### src/rtl/uart_rx_pkg.sv
// Shared types and constants for the uart_rx receiver slice.
// The PARITY state is only reachable when UART_RX_PARITY_EN is defined.
package uart_rx_pkg;

    typedef enum logic [2:0] {
        IDLE,
        START,
        DATA,
        PARITY,
        STOP,
        WAIT_HI
    } uart_rx_state_t;

    typedef logic [7:0] byte_t;

    localparam int unsigned OVERSAMPLE = 16;

    // Even parity holds when the data bits plus the parity bit have an even count of ones.
    function automatic logic parity_ok(input byte_t d, input logic p);
        return ~(^{d, p});
    endfunction

endpackage

### src/rtl/uart_rx_fifo.sv
// Small first-word-fall-through FIFO with synchronous write.
// Pointers carry one extra wrap bit so full and empty are distinguishable.
module uart_rx_fifo #(
    parameter int unsigned DEPTH = 4,
    parameter int unsigned W     = 8
) (
    input  logic                   clk_50,
    input  logic                   rst,
    input  logic                   push,
    input  logic [W-1:0]           din,
    input  logic                   pop,
    output logic [W-1:0]           dout,
    output logic                   empty,
    output logic                   full,
    output logic [$clog2(DEPTH):0] level
);

    localparam int unsigned AW = $clog2(DEPTH);

    logic [W-1:0] mem_q [DEPTH];
    logic [AW:0]  wr_ptr_q, wr_ptr_d;
    logic [AW:0]  rd_ptr_q, rd_ptr_d;
    logic         do_push;
    logic         do_pop;

    always_comb begin
        level    = wr_ptr_q - rd_ptr_q;
        empty    = (wr_ptr_q == rd_ptr_q);
        full     = (wr_ptr_q[AW] != rd_ptr_q[AW]) &&
                   (wr_ptr_q[AW-1:0] == rd_ptr_q[AW-1:0]);
        do_pop   = pop && !empty;
        // A pop in the same cycle frees the slot, so a full FIFO still accepts the push.
        do_push  = push && (!full || do_pop);
        wr_ptr_d = wr_ptr_q + (AW+1)'(do_push);
        rd_ptr_d = rd_ptr_q + (AW+1)'(do_pop);
        dout     = empty ? '0 : mem_q[rd_ptr_q[AW-1:0]];
    end

    always_ff @(posedge clk_50 or posedge rst) begin
        if (rst) begin
            wr_ptr_q <= '0;
            rd_ptr_q <= '0;
        end else begin
            wr_ptr_q <= wr_ptr_d;
            rd_ptr_q <= rd_ptr_d;
        end
    end

    always_ff @(posedge clk_50) begin
        if (do_push) begin
            mem_q[wr_ptr_q[AW-1:0]] <= din;
        end
    end

endmodule

### src/rtl/uart_rx.sv
// 16x-oversampling UART receiver (8N1, or 8E1 when UART_RX_PARITY_EN is defined)
// feeding a FWFT byte FIFO with frame, overrun and parity error pulses.
module uart_rx
    import uart_rx_pkg::*;
#(
    parameter int unsigned CLK_HZ = 50_000_000,
    parameter int unsigned BAUD   = 115200,
    parameter int unsigned DEPTH  = 4
) (
    input  logic                   clk_50,
    input  logic                   rst,
    input  logic                   rx,
    output logic [7:0]             rx_data,
    output logic                   rx_valid,
    input  logic                   rx_ready,
    output logic [$clog2(DEPTH):0] rx_level,
    output logic                   frame_err,
    output logic                   overrun,
    output logic                   parity_err
);

    localparam int unsigned DIV       = CLK_HZ / (BAUD * OVERSAMPLE);
    localparam int unsigned DIV_W     = (DIV > 1) ? $clog2(DIV) : 1;
    localparam logic [3:0]  TICK_LAST = 4'(OVERSAMPLE - 1);
    localparam logic [3:0]  TICK_MID  = 4'(OVERSAMPLE / 2 - 1);

    logic             rx_meta_q;
    logic             rxs_q;
    uart_rx_state_t   state_q,      state_d;
    logic [DIV_W-1:0] div_cnt_q,    div_cnt_d;
    logic [3:0]       tick_cnt_q,   tick_cnt_d;
    logic [2:0]       bit_cnt_q,    bit_cnt_d;
    byte_t            shift_q,      shift_d;
    logic             frame_err_q,  frame_err_d;
    logic             overrun_q,    overrun_d;
`ifdef UART_RX_PARITY_EN
    logic             par_bit_q,    par_bit_d;
    logic             parity_err_q, parity_err_d;
`endif

    logic             tick;
    logic             mid_sample;
    logic             bit_sample;
    logic             push;
    logic             pop;
    logic             fifo_empty;
    logic             fifo_full;

    assign tick       = (div_cnt_q == DIV_W'(DIV - 1));
    assign mid_sample = tick && (tick_cnt_q == TICK_MID);
    assign bit_sample = tick && (tick_cnt_q == TICK_LAST);
    assign pop        = rx_valid && rx_ready;

    always_comb begin
        state_d     = state_q;
        div_cnt_d   = tick ? '0 : div_cnt_q + 1'b1;
        tick_cnt_d  = tick ? tick_cnt_q + 4'd1 : tick_cnt_q;
        bit_cnt_d   = bit_cnt_q;
        shift_d     = shift_q;
        push        = 1'b0;
        frame_err_d = 1'b0;
`ifdef UART_RX_PARITY_EN
        par_bit_d    = par_bit_q;
        parity_err_d = 1'b0;
`endif

        case (state_q)
            IDLE: begin
                if (!rxs_q) begin
                    state_d    = START;
                    div_cnt_d  = '0;
                    tick_cnt_d = '0;
                end
            end
            START: begin
                if (mid_sample) begin
                    if (!rxs_q) begin
                        // Realign so every later sample lands 16 ticks on, at mid-bit.
                        state_d    = DATA;
                        bit_cnt_d  = '0;
                        tick_cnt_d = '0;
                    end else begin
                        state_d = IDLE;
                    end
                end
            end
            DATA: begin
                if (bit_sample) begin
                    shift_d   = {rxs_q, shift_q[7:1]};
                    bit_cnt_d = bit_cnt_q + 3'd1;
                    if (bit_cnt_q == 3'd7) begin
`ifdef UART_RX_PARITY_EN
                        state_d = PARITY;
`else
                        state_d = STOP;
`endif
                    end
                end
            end
`ifdef UART_RX_PARITY_EN
            PARITY: begin
                if (bit_sample) begin
                    par_bit_d = rxs_q;
                    state_d   = STOP;
                end
            end
`endif
            STOP: begin
                if (bit_sample) begin
                    if (rxs_q) begin
`ifdef UART_RX_PARITY_EN
                        if (parity_ok(shift_q, par_bit_q)) begin
                            push = 1'b1;
                        end else begin
                            parity_err_d = 1'b1;
                        end
`else
                        push = 1'b1;
`endif
                        state_d = IDLE;
                    end else begin
                        frame_err_d = 1'b1;
                        state_d     = WAIT_HI;
                    end
                end
            end
            WAIT_HI: begin
                if (rxs_q) begin
                    state_d = IDLE;
                end
            end
            default: begin
                state_d = IDLE;
            end
        endcase

        overrun_d = push && fifo_full && !pop;
    end

    always_ff @(posedge clk_50 or posedge rst) begin
        if (rst) begin
            rx_meta_q   <= 1'b1;
            rxs_q       <= 1'b1;
            state_q     <= IDLE;
            div_cnt_q   <= '0;
            tick_cnt_q  <= '0;
            bit_cnt_q   <= '0;
            shift_q     <= '0;
            frame_err_q <= 1'b0;
            overrun_q   <= 1'b0;
`ifdef UART_RX_PARITY_EN
            par_bit_q    <= 1'b0;
            parity_err_q <= 1'b0;
`endif
        end else begin
            rx_meta_q   <= rx;
            rxs_q       <= rx_meta_q;
            state_q     <= state_d;
            div_cnt_q   <= div_cnt_d;
            tick_cnt_q  <= tick_cnt_d;
            bit_cnt_q   <= bit_cnt_d;
            shift_q     <= shift_d;
            frame_err_q <= frame_err_d;
            overrun_q   <= overrun_d;
`ifdef UART_RX_PARITY_EN
            par_bit_q    <= par_bit_d;
            parity_err_q <= parity_err_d;
`endif
        end
    end

    uart_rx_fifo #(
        .DEPTH (DEPTH),
        .W     (8)
    ) u_fifo (
        .clk_50 (clk_50),
        .rst    (rst),
        .push   (push),
        .din    (shift_q),
        .pop    (pop),
        .dout   (rx_data),
        .empty  (fifo_empty),
        .full   (fifo_full),
        .level  (rx_level)
    );

    assign rx_valid  = !fifo_empty;
    assign frame_err = frame_err_q;
    assign overrun   = overrun_q;
`ifdef UART_RX_PARITY_EN
    assign parity_err = parity_err_q;
`else
    assign parity_err = 1'b0;
`endif

endmodule

### config.mk
export PLATFORM = sky130hd
export DESIGN_NAME = uart_rx
export DESIGN_NICKNAME = d
export VERILOG_FILES = /design/src/rtl/uart_rx_pkg.sv /design/src/rtl/uart_rx_fifo.sv /design/src/rtl/uart_rx.sv
export SDC_FILE = /design/constraint.sdc
export NUM_CORES = 1
export LEC_CHECK = 0
export CAP_MARGIN = 15
export CORE_AREA = 3 3 96 98
export DETAILED_ROUTE_END_ITERATION = 10
export DIE_AREA = 0 0 99 101
export PLACE_DENSITY = 0.51
export SYNTH_ARGS = -nofsm -noshare
export SYNTH_HDL_FRONTEND = slang
export SYNTH_SLANG_ARGS = --single-unit
### constraint.sdc
create_clock -name clk_50 -period 2.9 [get_ports clk_50]
set_clock_uncertainty 0.05 [all_clocks]
set_input_delay 0.29 -clock clk_50 [delete_from_list [all_inputs] [get_ports clk_50]]
set_output_delay 0.29 -clock clk_50 [all_outputs]
set_load 0.05 [all_outputs]
==> impl_results.md <==
* Antenna diode count at 0
* Max IR drop VDD at 282 uV
* Synth cell types at 45
* Post-DP HPWL at 3220 um
* CP required at 2560 ps
* Max FO, Critical Path at 7
* Worst-Skew Late Latency at 340 ps
* Final instance area at 0.00336 sq mm
* Avg Cell Area, Syn at 14.9 sq um
* Congestion Overflow GR at 0
* Slew margin rel. at 0.305
* Total Power at 2.29 mW
* Mapped cell area at 0.00284 sq mm
* First-pass GRT wire length at 8400 um
* Die height at 101 um
* Sw Ratio at 0.308
* Ports at 19
* Die area at 0.0100 sq mm
* IO buf count at 17
* Total GRT Usage at 0.110
* Share of cells above drive strength 1 at 0.267
* Clock power frac at 0.335
* CTS tree: done
* Int Pwr at 1.58 mW
* Status: complete, no violations
* Power density over the cells at 682 mW/mm^2
* Drt total wl at 4890 um
* Crit-path cells: buf_4 > fa_1 > inv_1 > clkdlybuf4s50_1
* Unrepaired setup endpoints after global routing: no
* Dpl cells at 317
* Leak Pwr at 1.44 nW
* Crit path launch type: flip-flop
* Final hold slack at 301 ps
* Nets@finish at 236
* Synth Net Count at 206
* Filler cell count at 811
* Max H-tree Level at 3
* Slowest-stage cell, CP: clkdlybuf4s50_1
* DRC at 0
* Largest delay share family, worst path: buffers and inverters
* Commonest register cell after synthesis: edfxtp_1
* Crit path time final at 2630 ps
* Net Sw Power at 705 uW
* Clock slew at reported path FFs at 80 ps
* Vias per cell at 4.79
* Starting Density at 0.332
* Fmax at 380 MHz
* Die width at 99 um
* CP arrival at 2290 ps
* Crit path capture type: primary output
* Clk buf depth at 2
* Leading area contributor after synthesis: edfxtp_1
* Post-Synthesis Cells at 190
* Post-CTS sizing at 0
* Setup Buffers After CTS at 0
* Num rows at 34
* Max-slew violation count at 0
* Detailed router's first-iteration violation count at 65
* Sequential share of power at 0.440
* EDFF count, synth at 32
* Number of global-route vias before repair at 1631
* Hold Buf Count CTS at 0
* Synth warn at 0
* Final setup viols at 0
* Worst Tran Pin Value at 1030 ps
* Crit Path Category: reg2out
* Proportion of synthesized chip area in sequential cells at 0.630
* CTS sink cnt at 65
* Post-route setup TNS at 0 ps
* Final ANT Viol Nets at 0
* DR vias at 1595
* #FFs+latches synth at 65
* Num CTS Buffers at 9
* CP max stage delay at 790 ps
* DR pass1 iterations at 4
* Area share of the largest cell type after synthesis at 0.338
* Placed instance area at 0.00315 sq mm
* Synth top area cells: edfxtp_1 (34%), dfrtp_1 (27%), mux4_2 (6.3%)
* Largest net degree at the start of global routing at 34
* Comb pwr share at 0.224
* Root Driver: clkbuf_8
* Top cells by count, synth: edfxtp_1 (32), dfrtp_1 (31), ha_1 (11)
* Hold crit path type: in2async
* Crit path buf inv count at 3
* WL/cell at 14.7 um
* Final GP Congestion at 0.737
* Maxcap violations at 0
* Area growth, synth to finish at 18.2%
* Antenna violations before repair at 0
* Most common cell in the netlist: edfxtp_1
* FFs w/ async S/R, synth at 0.508
* Fin crit share at 0.907
* Final Instance Count excl. Fillers at 333
* Core area at 0.00855 sq mm
* Hold Fails Final Rpt at 0
==> per-stage QoR <==
stage / util / setup WS [ps]
finish: 0.393 / 269
global route: 0.393 / 175
CTS: 0.393 / 237
detailed placement: 0.369 / 621
global placement: 0.369 / 622
floorplan: - / 240
==> final timing paths <==
check	from	end	slack [ps]	depth (start not counted)
min reg2reg	rx_meta_q	rxs_q	320	0
min in group clk_50	rx	rx_meta_q	310	1
max	u_fifo.rd_ptr_q[1]	rx_level[1]	270	4
max reg2reg	div_cnt_q[0]	u_fifo.mem_q[1][7]	710	7
max in group asynchronous	rst	rxs_q	2160	3
min	rst	div_cnt_q[2]	300	3
==> cell type report <==
cell class / count / area (sq um) / share of cell area
well taps: 108 / 135 / 0.0403
clock buffers: 9 / 124 / 0.0369
clock inverters: 7 / 80.1 / 0.0239
multi-input cells: 105 / 953 / 0.284
flip-flops and latches: 65 / 1790 / 0.533
inverters: 10 / 37.5 / 0.0112
repair buffers: 29 / 238 / 0.0708
==> layer usage <==
layer,share of wire,up-vias,wire length [um],track usage
li1,-,763,-,-
met1,0.45,802,2190,0.145
met2,0.51,25,2490,0.175
met3,0.034,5,165,0.0291
met4,0.010,0,51,0.0441
met5,0,-,0,0
==> power groups by stage <==
| stage | combinational, mW | sequential (mW) | clock, mW |
|---|---|---|---|
| finish | 0.513 | 1.01 | 0.768 |
| global route | 0.562 | 1.01 | 0.840 |
| global placement | 0.525 | 1.03 | 0 |
| floorplan | 0.360 | 1.02 | 0 |
| CTS | 0.529 | 1.01 | 0.798 |
| detailed placement | 0.528 | 1.03 | 0 |
==> worst min-delay path: cells and delay by family <==
family                 cells  cell delay (ps)
buffers and inverters      3              810
==> registers in the layout, summed over array words and instances (netlist names) <==
register         flops
div_cnt_q            5
bit_cnt_q            3
u_fifo.mem_q        32
u_fifo.wr_ptr_q      3
u_fifo.rd_ptr_q      3
rx_meta_q            1
frame_err            1
rxs_q                1
overrun              1
state_q              3
tick_cnt_q           4
shift_q              8
==> placed cells by master (no fill, tap or decap), drive strengths merged, types with 2 or more instances in the layout <==
| cell | netlist | routed |
|---|---|---|
| dfrtp | 31 | 31 |
| buf | 6 | 21 |
| nor3 | 5 | 5 |
| nand3 | 5 | 5 |
| nor2 | 7 | 7 |
| xnor2 | 4 | 4 |
| a22o | 2 | 2 |
| clkdlybuf4s50 | 0 | 8 |
| a21oi | 3 | 3 |
| nor2b | 10 | 10 |
| or3 | 3 | 3 |
| nor4 | 4 | 4 |
| mux2 | 9 | 9 |
| mux4 | 8 | 8 |
| a22oi | 2 | 2 |
| xor2 | 4 | 4 |
| edfxtp | 32 | 32 |
| nand2 | 3 | 3 |
| or2b | 2 | 2 |
| nor3b | 2 | 2 |
| clkinvlp | 0 | 2 |
| inv | 10 | 11 |
| clkbuf | 4 | 9 |
| clkinv | 0 | 3 |
| dfstp | 2 | 2 |
| o21ai | 3 | 3 |
| ha | 11 | 11 |
==> kinds of logic (layout without fill, tap and decap cells) <==
kind of cell | count (synthesis) | count (layout) | synth area share
buf+inv | 20 | 55 | 0.0344
fa+ha+maj | 12 | 12 | 0.0555
other cells | 1 | 1 | 0.00132
simple gates | 49 | 49 | 0.104
xor+xnor | 8 | 8 | 0.0247
flops | 65 | 65 | 0.630
compound gates | 17 | 17 | 0.0458
mux | 18 | 18 | 0.104
Power figures use the tool's default switching activity.
